$ cat config.mk
export PLATFORM = sky130hd
export DESIGN_NAME = fetch_unit
export DESIGN_NICKNAME = d
export VERILOG_FILES = /design/src/rtl/fetch_unit.sv
export SDC_FILE = /design/constraint.sdc
export NUM_CORES = 1
export LEC_CHECK = 0
export CORE_UTILIZATION = 59
export DETAILED_ROUTE_END_ITERATION = 10
export DONT_BUFFER_PORTS = 1
export PLACE_DENSITY_LB_ADDON = 0.12
export REMOVE_ABC_BUFFERS = 1
export SKIP_CTS_REPAIR_TIMING = 1
export SYNTH_ARGS = -nofsm -noshare
export SYNTH_HDL_FRONTEND = slang
export SYNTH_SLANG_ARGS = --single-unit
$ cat constraint.sdc
create_clock -name clock -period 3.25 [get_ports clock]
set_clock_uncertainty 0.2 [all_clocks]
set_input_delay 0.65 -clock clock [delete_from_list [all_inputs] [get_ports clock]]
set_output_delay 0.65 -clock clock [all_outputs]
set_load 0.02 [all_outputs]
$ cat src/rtl/fetch_unit.sv
// Instruction-fetch controller: owns the PC, runs the imem request handshake and
// feeds IF/ID, discarding responses that belong to a redirected (wrong-path) fetch.
module fetch_unit #(
    parameter logic [31:0] RESET_PC  = 32'h0000_0000,
    parameter logic [31:0] NOP_INSTR = 32'h0000_0013
) (
    input  logic        clock,
    input  logic        reset,
    input  logic        stall,
    input  logic        jump,
    input  logic [31:0] jump_target,
    input  logic        branch_taken,
    input  logic [31:0] branch_target,
    output logic        imem_req,
    output logic [31:0] imem_addr,
    input  logic        imem_ready,
    input  logic [31:0] imem_rdata,
    output logic [31:0] if_pc,
    output logic [31:0] if_instruction,
    output logic        if_id_load,
    output logic        if_flush
);

    localparam int unsigned XLEN = 32;
    localparam logic [XLEN-1:0] ALIGN_MASK = ~XLEN'(3);
    localparam logic [XLEN-1:0] PC_STEP    = XLEN'(4);

    typedef enum logic [1:0] {
        IDLE    = 2'd0,
        FETCH   = 2'd1,
        DISCARD = 2'd2
    } state_t;

    state_t          state, state_next;
    logic [XLEN-1:0] pc, pc_next;
    logic [XLEN-1:0] pending_target, pending_next;
    logic            redirect;
    logic [XLEN-1:0] target;

    // Branch outranks jump; targets are forced word aligned.
    assign redirect = branch_taken | jump;
    assign target   = (branch_taken ? branch_target : jump_target) & ALIGN_MASK;

    always_ff @(posedge clock or negedge reset) begin
        if (!reset) begin
            state          <= IDLE;
            pc             <= RESET_PC & ALIGN_MASK;
            pending_target <= '0;
        end else begin
            state          <= state_next;
            pc             <= pc_next;
            pending_target <= pending_next;
        end
    end

    always_comb begin
        state_next     = state;
        pc_next        = pc;
        pending_next   = pending_target;
        imem_req       = 1'b0;
        imem_addr      = pc;
        if_pc          = pc;
        if_instruction = NOP_INSTR;
        if_id_load     = 1'b0;
        if_flush       = 1'b0;

        case (state)
            IDLE: begin
                state_next = FETCH;
            end
            FETCH: begin
                imem_req = 1'b1;
                if (redirect) begin
                    if_flush = 1'b1;
                    // An unanswered request pins the address; remember where to go.
                    if (imem_ready) begin
                        pc_next = target;
                    end else begin
                        pending_next = target;
                        state_next   = DISCARD;
                    end
                end else if (!stall && imem_ready) begin
                    if_id_load     = 1'b1;
                    if_instruction = imem_rdata;
                    pc_next        = XLEN'(pc + PC_STEP);
                end
            end
            DISCARD: begin
                imem_req = 1'b1;
                if (redirect) begin
                    if_flush     = 1'b1;
                    pending_next = target;
                end
                // The wrong-path response is dropped; the newest redirect wins.
                if (imem_ready) begin
                    pc_next    = redirect ? target : pending_target;
                    state_next = FETCH;
                end
            end
            default: begin
                state_next = IDLE;
            end
        endcase
    end

endmodule

==> flow_metrics.tcl, run 1 <==
set metrics [dict create \
    power.leakage_nw 1.981 \
    drt_iter0_drc 391 \
    wl_per_cell_um 20.58 \
    cts_max_level 3 \
    drt-total-wl_mm 13.62 \
    p_int_mw 2.156 \
    core_um2 7848 \
    root_buffer "clkbuf_8" \
    ff2ff_path_depth 5 \
    grt_max_degree 71 \
    numClockSinks 66 \
    cts_tree "built" \
    hold_depth 1 \
    rows 32 \
    cts_buffer_depth 2 \
    synth_top_area_share_pct 33.93 \
    comb_power_share_pct 39.5 \
    regArea_um2 1652 \
    antenna_found_initial 0 \
    fin_total_pwr_mw 4.515 \
    synth.largest_area_cell "dfrtp_1" \
    gp_congestion 0.9051 \
    path_class "reg -> out" \
    fin_crit_ps 3033 \
    maxCapViolations 0 \
    syn_inst 601 \
    die_w_um 92.83 \
    pwr-share-clk_pct 14.4 \
    rsz0062_at_grt "false" \
    clkLatencyLatePin_ps 350 \
    synth_area_um2 4867 \
    swShare_pct 52.26 \
    synthTopCellsByArea "dfrtp_1, o21ai_0, nand2_1" \
    ys_async_sr_fraction_pct 100.0 \
    cts_made_buffers 9 \
    synth_cell_types 66 \
    gr-total-overflow 0 \
    power.density_nw_per_um2 914.5 \
    crit_fanout 29 \
    crit_end "if_instruction[20]" \
    grt_util_all_layers_pct 31.69 \
    holdCritPathClass "in -> reg" \
    layout-drive-gt1-share_pct 10.00 \
    finalSetupTns_ps 0 \
    die_area_um2 8616 \
    hold_violations 0 \
    cp.arrival_ps 2180 \
    synth_ff_type "dfrtp_1" \
    timing.rr.end "if_pc[31]" \
    synth_edf_count 0 \
    p_seq_share_pct 46.1 \
    worst_setup_path_start_kind "register" \
    yosys_warnings 0 \
    final_common_cell "nand2_1" \
    post-route-period-util_pct 93.31 \
    area_growth_syn_to_layout_pct 1.440 \
    firstDrtPassIters 6 \
    relSlewSlack_pct 57.79 \
    yosysSeqAreaShare_pct 33.93 \
    grt_pass1_vias 4194 \
    synth-seq-cells 66 \
    vias 4495 \
    fp.dieH_um 92.83 \
    drc 0 \
    worstMarginPinSlew_ps 633.2 \
    r2r-start "if_pc[10]" \
    crit_start "state[1]" \
    grt_first_pass_wirelength_mm 21.31 \
    viasPerCell 6.790 \
    ff2ff_setup_slack_ps 620 \
    irDropWorstVdd_mv 0.4927 \
    start_util_pct 62.02 \
    io_pins 201 \
    setup_violations 0 \
    port_buffers 0 \
    cp-end-kind "output pin" \
    syn_area_per_cell_um2 8.098 \
    num_antenna_cells 0 \
    worstPathRequired_ps 2400 \
    final_cell_mix "nand2_1, o21ai_0, dfrtp_1" \
    finish.net_count 661 \
    fmax_ghz 0.3297 \
    ant_nets 0 \
    multi_input_area_um2 2764 \
    fill_cells 678 \
    status "finished clean" \
    hpwl_mm 9.251 \
    p_switching_mw 2.360 \
    clk_pin_slew_ps 80 \
    holdWs_ps 204.8 \
    maxSlewViolCount 0 \
]
## registers in the layout, summed over array words and instances, names as in the netlist
register and flops:
if_pc 32, pending_target 32, state 2
## logic make-up (layout without fill, tap and decap cells)
logic type,Yosys count,in the layout,share of synthesized area [%]
xor+xnor,1,1,0.1800
simple gates,210,210,22.80
flops,66,66,33.93
fa+ha+maj,4,4,1.028
mux,28,28,5.938
buf+inv,85,44,9.640
compound gates,207,207,26.48
## layout make-up
type / count / share of cell area (%)
clock inverters: 6 / 0.8363
clock buffers: 10 / 2.788
inverters: 8 / 0.6082
flip-flops and latches: 66 / 33.45
repair buffers: 20 / 3.751
well taps: 102 / 2.585
multi-input cells: 450 / 55.98
## power by group through the flow
stage	clock [mW]	sequential, mW	combinational, mW
2_1_floorplan	0	2.06	1.16
3_3_place_gp	0	2.07	1.69
3_5_place_dp	0	2.08	1.75
4_1_cts	0.654	2.07	1.76
5_1_grt	0.684	2.15	2.00
6_report	0.649	2.08	1.78
## critical path, cell delays in order (launching register included)
cell and delay (ps):
dfrtp_1 430, inv_1 100, ha_1 170, nand2b_1 140, nor2_1 380, buf_4 300, and2_1 310
## worst min-delay path by stage
stage,start,to,slack (ps)
final,imem_ready,state[1],200
after global routing,imem_ready,state[1],220
after CTS,reset,pending_target[12],-220
after detailed placement,reset,if_pc[29],160
after global placement,reset,if_pc[27],160
after floorplan,reset,if_pc[0],150
## synthesized netlist by cell type, drive strengths merged (7+ instances only)
cell type  number
buf            51
a31oi          12
nand2          77
nand4          12
nand3          12
dfrtp          66
mux2            7
nor3           11
mux2i          21
inv             7
o21ai          68
o211ai         13
a211oi          9
a21oi          45
clkbuf         26
and3            9
o22ai          19
a21boi         12
nor2           23
and2           35
nand2b          8
## per-stage QoR
| stage | util [%] | cells | instance area, um2 | setup slack, ps |
|---|---|---|---|---|
| floorplan | - | 524 | 4428 | -646.7 |
| global placement | 60.16 | 644 | 4721 | 408.7 |
| detailed placement | 60.16 | 644 | 4721 | 394.5 |
| CTS | 62.44 | 660 | 4900 | 251.7 |
| global route | 62.91 | 662 | 4937 | 73.79 |
| finish | 62.91 | 662 | 4937 | 217.3 |
## metal layers
metal  up-vias  track usage [%]  part of all wire [%]  routed length (um)
li1       2067                -                     -                   -
met1      2155            41.08                    41                5520
met2       237            52.14                    48                6548
met3        36            5.747                   8.7                1184
met4         0            12.82                   2.7                 368
met5         -                0                     0                   0
(Power assumes the default switching activity.)
==> inputs of run 2 (changes only) <==
Settings changed: CORE_UTILIZATION 59 to 65, MAX_ROUTING_LAYER set to met4.
==> flow_metrics.tcl, run 2 (synthesis results as in run 1) <==
set metrics [dict create \
    path_class "reg -> out" \
    layout-drive-gt1-share_pct 9.677 \
    final_cell_mix "nand2_1, o21ai_0, dfrtp_1" \
    gp_congestion 0.9399 \
    cp.arrival_ps 2150 \
    core_um2 7253 \
    final_common_cell "nand2_1" \
    fin_total_pwr_mw 4.555 \
    fin_area_um2 4918 \
    vias 4515 \
    drt_iter0_drc 426 \
    grt_max_degree 71 \
    holdPathEnd "state[1]" \
    grt_first_pass_wirelength_mm 20.62 \
    wl_per_cell_um 20.36 \
    cts_buffer_depth 2 \
    post-route-period-util_pct 92.32 \
    holdWs_ps 220.0 \
    cp-end-kind "output pin" \
    postLayoutCoreUtil_pct 67.81 \
    p_int_mw 2.194 \
    worstMarginPinSlew_ps 858.5 \
    cts_max_level 3 \
    p_seq_share_pct 44.8 \
    cp_cell_sequence "inv_1 -> ha_2 -> nand2b_1 -> nor2_2 -> buf_4 -> and2_1" \
    grt_pass1_vias 4082 \
    post-place-cells 639 \
    finish.net_count 659 \
    drc 0 \
    fin_crit_ps 3000 \
    ff2ff_setup_slack_ps 630 \
    hold_depth 1 \
    start_util_pct 67.10 \
    worst_setup_path_start_kind "register" \
    antenna_found_initial 0 \
    die_w_um 88.53 \
    fp.dieH_um 88.53 \
    min-delay-start "imem_ready" \
    gr-total-overflow 0 \
    ff2ff_path_depth 5 \
    worstPathRequired_ps 2400 \
    r2r-start "if_pc[10]" \
    io_pins 201 \
    maxCapViolations 0 \
    met2_length_mm 6.488 \
    status "finished clean" \
    power.leakage_nw 1.969 \
    cp_slowest_stage_delay_ps 410 \
    holdCritPathClass "in -> reg" \
    timing.rr.end "if_pc[31]" \
    placed_area_um2 4690 \
    drt-total-wl_mm 13.38 \
    finalNonFillerCells 657 \
    area_growth_syn_to_layout_pct 1.054 \
    irDropWorstVdd_mv 0.5774 \
    comb_power_share_pct 40.0 \
    ant_nets 0 \
    wirelength_met1_mm 5.365 \
    viasPerCell 6.872 \
    cts_made_buffers 9 \
    firstDrtPassIters 7 \
    setup_violations 0 \
    cts_tree "built" \
    hpwl_mm 9.109 \
    port_buffers 0 \
    path_buf_inv 2 \
    clkLatencyLatePin_ps 350 \
    p_switching_mw 2.361 \
    clk_pin_slew_ps 80 \
    swShare_pct 51.83 \
    maxSlewViolCount 0 \
    root_buffer "clkbuf_8" \
    rows 31 \
    rsz0062_at_grt "false" \
    relSlewSlack_pct 42.77 \
    grt_util_all_layers_pct 35.68 \
    crit_fanout 29 \
    numClockSinks 66 \
    critPathTopFamily "simple AND/OR/NAND/NOR gates" \
    crit_slowest_cell "dfrtp_1" \
    hold_violations 0 \
    top_layer "met4" \
    pwr-share-clk_pct 15.1 \
    power.density_nw_per_um2 926.2 \
    die_area_um2 7838 \
    fmax_ghz 0.3333 \
    dr_wl_met3_mm 1.253 \
    num_antenna_cells 0 \
]
[run 2: layout make-up]
type | count | area, um2
well taps | 99 | 123.9
repair buffers | 18 | 157.7
clock buffers | 11 | 131.4
fillers | 584 | 2335
multi-input cells | 450 | 2769
inverters | 8 | 30.03
flip-flops and latches | 66 | 1652
clock inverters | 5 | 55.05
[run 2: worst max path at each step]
stage / startpoint / end / slack (ps) / cells after the start
floorplan: state[0] / pending_target[2] / -650 / 5
global placement: jump / if_instruction[30] / 340 / 4
detailed placement: branch_taken / if_instruction[21] / 310 / 4
CTS: state[1] / if_instruction[21] / 20 / 6
global route: state[1] / if_instruction[6] / 80 / 6
finish: state[1] / if_instruction[11] / 250 / 6
[run 2: worst register-to-register path, stage by stage (launching register included)]
cell,delay [ps]
dfrtp_1,720
nand4_2,230
nor4_2,610
and3_1,390
a31oi_1,130
a211oi_1,260
[run 2: stage by stage]
stage | setup WS, ps | TNS (ps)
finish | 249.5 | 0
global route | 81.18 | 0
CTS | 19.63 | 0
detailed placement | 314.5 | 0
global placement | 343.6 | 0
floorplan | -646.7 | -26510
[run 2: power groups by stage]
| stage | logic, mW | clock network, mW | registers [mW] |
|---|---|---|---|
| 3_5_place_dp | 1.77 | 0 | 2.04 |
| 5_1_grt | 2.03 | 0.729 | 2.10 |
| 3_3_place_gp | 1.70 | 0 | 2.02 |
| 4_1_cts | 1.78 | 0.685 | 2.02 |
| 2_1_floorplan | 1.16 | 0 | 2.06 |
| 6_report | 1.82 | 0.688 | 2.04 |
[run 2: per-layer routing]
metal	vias up	track usage [%]
met4	0	14.22
li1	2071	-
met3	33	7.649
met5	-	-
met2	251	54.62
met1	2160	46.23
==> inputs of run 3 (changes only) <==
Settings changed: ABC_CLOCK_PERIOD_IN_PS set to 3250, CORE_UTILIZATION 65 to 41, PLACE_DENSITY set to 0.64, PLACE_DENSITY_LB_ADDON 0.12 to unset.
==> flow_metrics.tcl, run 3 (synthesis results as in run 1) <==
set metrics [dict create \
    holdCritPathClass "in -> async" \
    power.density_nw_per_um2 945.7 \
    fin_crit_ps 3005 \
    pwr-share-clk_pct 19.5 \
    cts_tree "built" \
    start_util_pct 42.26 \
    p_int_mw 2.453 \
    worstMarginPinSlew_ps 778.8 \
    fmax_ghz 0.3328 \
    port_buffers 0 \
    cp-end-kind "output pin" \
    p_seq_share_pct 44.0 \
    path_class "reg -> out" \
    antenna_found_initial 4 \
    viasPerCell 6.464 \
    gr-total-overflow 0 \
    power.leakage_nw 2.050 \
    hold_violations 10 \
    relSlewSlack_pct 48.02 \
    p_switching_mw 2.382 \
    cts_max_level 3 \
    violations "DRC, hold timing" \
    path_buf_inv 2 \
    grt_pass1_vias 4421 \
    clkLatencyLatePin_ps 330 \
    die_w_um 111.0 \
    critPathTopFamily "simple AND/OR/NAND/NOR gates" \
    crit_slowest_cell "dfrtp_1" \
    grt_max_degree 71 \
    status "complete, but fails checks" \
    met2_length_mm 7.594 \
    io_pins 201 \
    maxSlewViolCount 0 \
    drc 42 \
    grt_first_pass_wirelength_mm 23.63 \
    drt-total-wl_mm 15.11 \
    cp.arrival_ps 2150 \
    cts_buffer_depth 2 \
    post-route-period-util_pct 92.45 \
    drt_iter0_drc 335 \
    crit_fanout 29 \
    ff2ff_setup_slack_ps 620 \
    ant_nets 0 \
    rows 39 \
    core_um2 11520 \
    dr_wl_met3_mm 1.324 \
    root_buffer "clkbuf_16" \
    wl_per_cell_um 21.43 \
    cp_slowest_stage_delay_ps 410 \
    fp.dieH_um 111.0 \
    cts_made_buffers 9 \
    gp_congestion 0.8999 \
    grt_util_all_layers_pct 25.36 \
    swShare_pct 49.26 \
    vias 4557 \
    worst_setup_path_start_kind "register" \
    numClockSinks 66 \
    worstPathRequired_ps 2400 \
    area_growth_syn_to_layout_pct 5.038 \
    postLayoutCoreUtil_pct 44.39 \
    firstDrtPassIters 8 \
    wirelength_met1_mm 5.714 \
    setup_violations 0 \
    final_common_cell "nand2_1" \
    final_cell_mix "nand2_1, o21ai_0, dfrtp_1" \
    holdWs_ps -20.18 \
    clk_pin_slew_ps 60 \
    finish.net_count 662 \
    irDropWorstVdd_mv 0.6068 \
    layout-drive-gt1-share_pct 10.36 \
    maxCapViolations 0 \
    finalSetupTns_ps 0 \
    rsz0062_at_grt "false" \
    hpwl_mm 10.75 \
    comb_power_share_pct 36.5 \
    top_layer "met4" \
    die_area_um2 12310 \
    cp_cell_sequence "inv_1 -> ha_1 -> nand2b_1 -> nor2_2 -> buf_4 -> and2_1" \
]
==> run 3: metrics by stage <==
| stage | power (mW) | std cells | setup WS (ps) | hold slack (ps) | instance area [um2] |
|---|---|---|---|---|---|
| final | 4.835 | 705 | 245.4 | -20.18 | 5112 |
| after global routing | 5.159 | 705 | 182.9 | 30.70 | 5112 |
| after CTS | 4.801 | 702 | 76.39 | -191.2 | 5077 |
| after detailed placement | 3.858 | 687 | 204.4 | 156.1 | 4787 |
| after global placement | 3.779 | 687 | 222.8 | 156.2 | 4787 |
| after floorplan | 3.223 | 524 | -646.7 | 154.4 | 4428 |
==> run 3: layer usage <==
| layer | GRT usage, % | up-vias |
|---|---|---|
| li1 | - | 2079 |
| met1 | 28.40 | 2189 |
| met2 | 42.81 | 258 |
| met3 | 6.124 | 31 |
| met4 | 11.51 | 0 |
| met5 | - | - |
==> run 3: power groups by stage <==
stage,clock network (mW),logic [mW],registers (mW)
global route,0.985,1.97,2.20
CTS,0.952,1.74,2.11
detailed placement,0,1.73,2.13
finish,0.945,1.76,2.13
global placement,0,1.68,2.10
floorplan,0,1.16,2.06
==> run 3: final timing paths <==
check	endpoint	startpoint	depth (start not counted)
max	if_instruction[24]	state[1]	6
min	pending_target[5]	reset	1
max reg2reg	if_pc[31]	if_pc[10]	5
min reg2reg	pending_target[23]	pending_target[23]	2
max in group asynchronous	if_pc[10]	reset	1
min in group clock	state[1]	imem_ready	1
==> run 3: cell type report <==
class | instances | area, um2
antenna | 2 | 5.005
clock buffer | 13 | 280.3
clock inverter | 2 | 10.01
fill | 1140 | 6404
inverter | 8 | 30.03
multi-input combinational | 450 | 2766
sequential | 66 | 1652
tap | 143 | 178.9
timing repair buffer | 21 | 190.2
==> RTL change (flow settings as in run 1) <==
Add an input register stage for `jump_target` and `branch_target`, with the module's reset; this delays them by one clock. The other inputs are not delayed to match.
--- a/src/rtl/fetch_unit.sv
+++ b/src/rtl/fetch_unit.sv
@@ -33,2 +33,15 @@
 
+    logic [31:0] jump_target_q;
+    logic [31:0] branch_target_q;
+
+    always_ff @(posedge clock or negedge reset) begin
+        if (!reset) begin
+            jump_target_q   <= '0;
+            branch_target_q <= '0;
+        end else begin
+            jump_target_q   <= jump_target;
+            branch_target_q <= branch_target;
+        end
+    end
+
     state_t          state, state_next;
@@ -41,3 +54,3 @@
     assign redirect = branch_taken | jump;
-    assign target   = (branch_taken ? branch_target : jump_target) & ALIGN_MASK;
+    assign target   = (branch_taken ? branch_target_q : jump_target_q) & ALIGN_MASK;
 
Behaviour: not the same (a bounded check fails within 4 cycles, from zero or initial values and one cycle with reset low).
==> RTL change against run 1 <==
The flow now finishes with violations (hold timing). Sequential cell count rose by 60. Register-to-register slack got worse by 30 ps. Worst setup slack got worse by 98 ps. Power rose by 45%. Die area rose by 29%. First-iteration DRC count rose by 14%. Design area rose by 51%. Synthesized area rose by 29%. Routed wire length rose by 15%. Critical endpoint is now if_instruction[19]. Largest power group unchanged. Highest routed layer unchanged.
==> RTL change: results (changes against run 1) <==
.. list-table::
   :header-rows: 1

   * - Metric
     - Value
   * - Run status
     - complete, but fails checks (was finished clean)
   * - Failing checks
     - hold timing
   * - Synthesized instance count
     - 651 (was 601)
   * - VDD IR max
     - 0.5599 mV (was 0.4927 mV)
   * - Classification of the worst-slack hold path
     - in -> async (was in -> reg)
   * - Met2 Track Usage GR
     - 45.25% (was 52.14%)
   * - Post-layout worst setup margin
     - 119.0 ps (was 217.3 ps)
   * - Number of buffers created by CTS
     - 17 (was 9)
   * - Via-per-instance ratio
     - 6.049 (was 6.790)
   * - Arrival @ worst endpoint
     - 2280 ps (was 2180 ps)
   * - Post-synth cell types
     - 59 (was 66)
   * - Vias in the first global route
     - 4557 (was 4194)
   * - Post-place setup slack
     - 621.4 ps (was 394.5 ps)
   * - Global-route wire length before repair
     - 23.92 mm (was 21.31 mm)
   * - Worst hold margin
     - -393.3 ps (was 204.8 ps)
   * - Post-synth top cells
     - sky130_fd_sc_hd__dfrtp_1, sky130_fd_sc_hd__nand2_1, sky130_fd_sc_hd__o21ai_0 (was sky130_fd_sc_hd__nand2_1, sky130_fd_sc_hd__dfrtp_1, sky130_fd_sc_hd__o21ai_0)
   * - Leak Pwr
     - 3.223 nW (was 1.981 nW)
   * - Final wirelength
     - 15.66 mm (was 13.62 mm)
   * - Clock latency on the worst-skew pair
     - 530 ps (was 350 ps)
   * - Met1 GRT Util
     - 36.97% (was 41.08%)
   * - Slowest Stage Delay on Critical Path
     - 450 ps (was 430 ps)
   * - RD Place Congestion
     - 0.8471 (was 0.9051)
   * - Ratio of cells with drive above 1 in the final layout
     - 10.37% (was 10.00%)
   * - Detailed-route wire length on metal 1
     - 6.752 mm (was 5.520 mm)
   * - Count of endpoints failing hold in the final timing report
     - 126 (was 0)
   * - Highest fanout seen on the critical path
     - 27 (was 29)
   * - Met2 wire len
     - 7.723 mm (was 6.548 mm)
   * - Slowest-stage cell, CP
     - sky130_fd_sc_hd__and4b_1 (was sky130_fd_sc_hd__dfrtp_1)
[RTL change: cell families after synthesis]
kind of cell / share of synthesized area, %
compound gates: 18.15
xor+xnor: 0.1390
fa+ha+maj: 0.7943
buf+inv: 7.308
flops: 50.04
mux: 5.461
simple gates: 18.11
[RTL change: where the power goes]
group	internal (W)	switching [W]	total (W)
Clock	0.00118	0.000677	0.00186
Combinational	0.000727	0.00117	0.00190
Sequential	0.00199	0.000801	0.00279
[RTL change: final cells by class]
class | count | area (sq um) | area share, %
repair buffers | 89 | 830.8 | 11.13
clock inverters | 11 | 141.4 | 1.893
well taps | 136 | 170.2 | 2.279
multi-input cells | 438 | 2699 | 36.14
clock buffers | 20 | 435.4 | 5.831
inverters | 10 | 37.54 | 0.5027
flip-flops and latches | 126 | 3153 | 42.23
[RTL change: worst max-delay path: cells and delay by family, from the launching register on]
kind                       cells  cell delay (ps)
DFF                            1              410
and+or+nand+nor                2              710
adders and majority gates      1              350
buffers and inverters          2              280
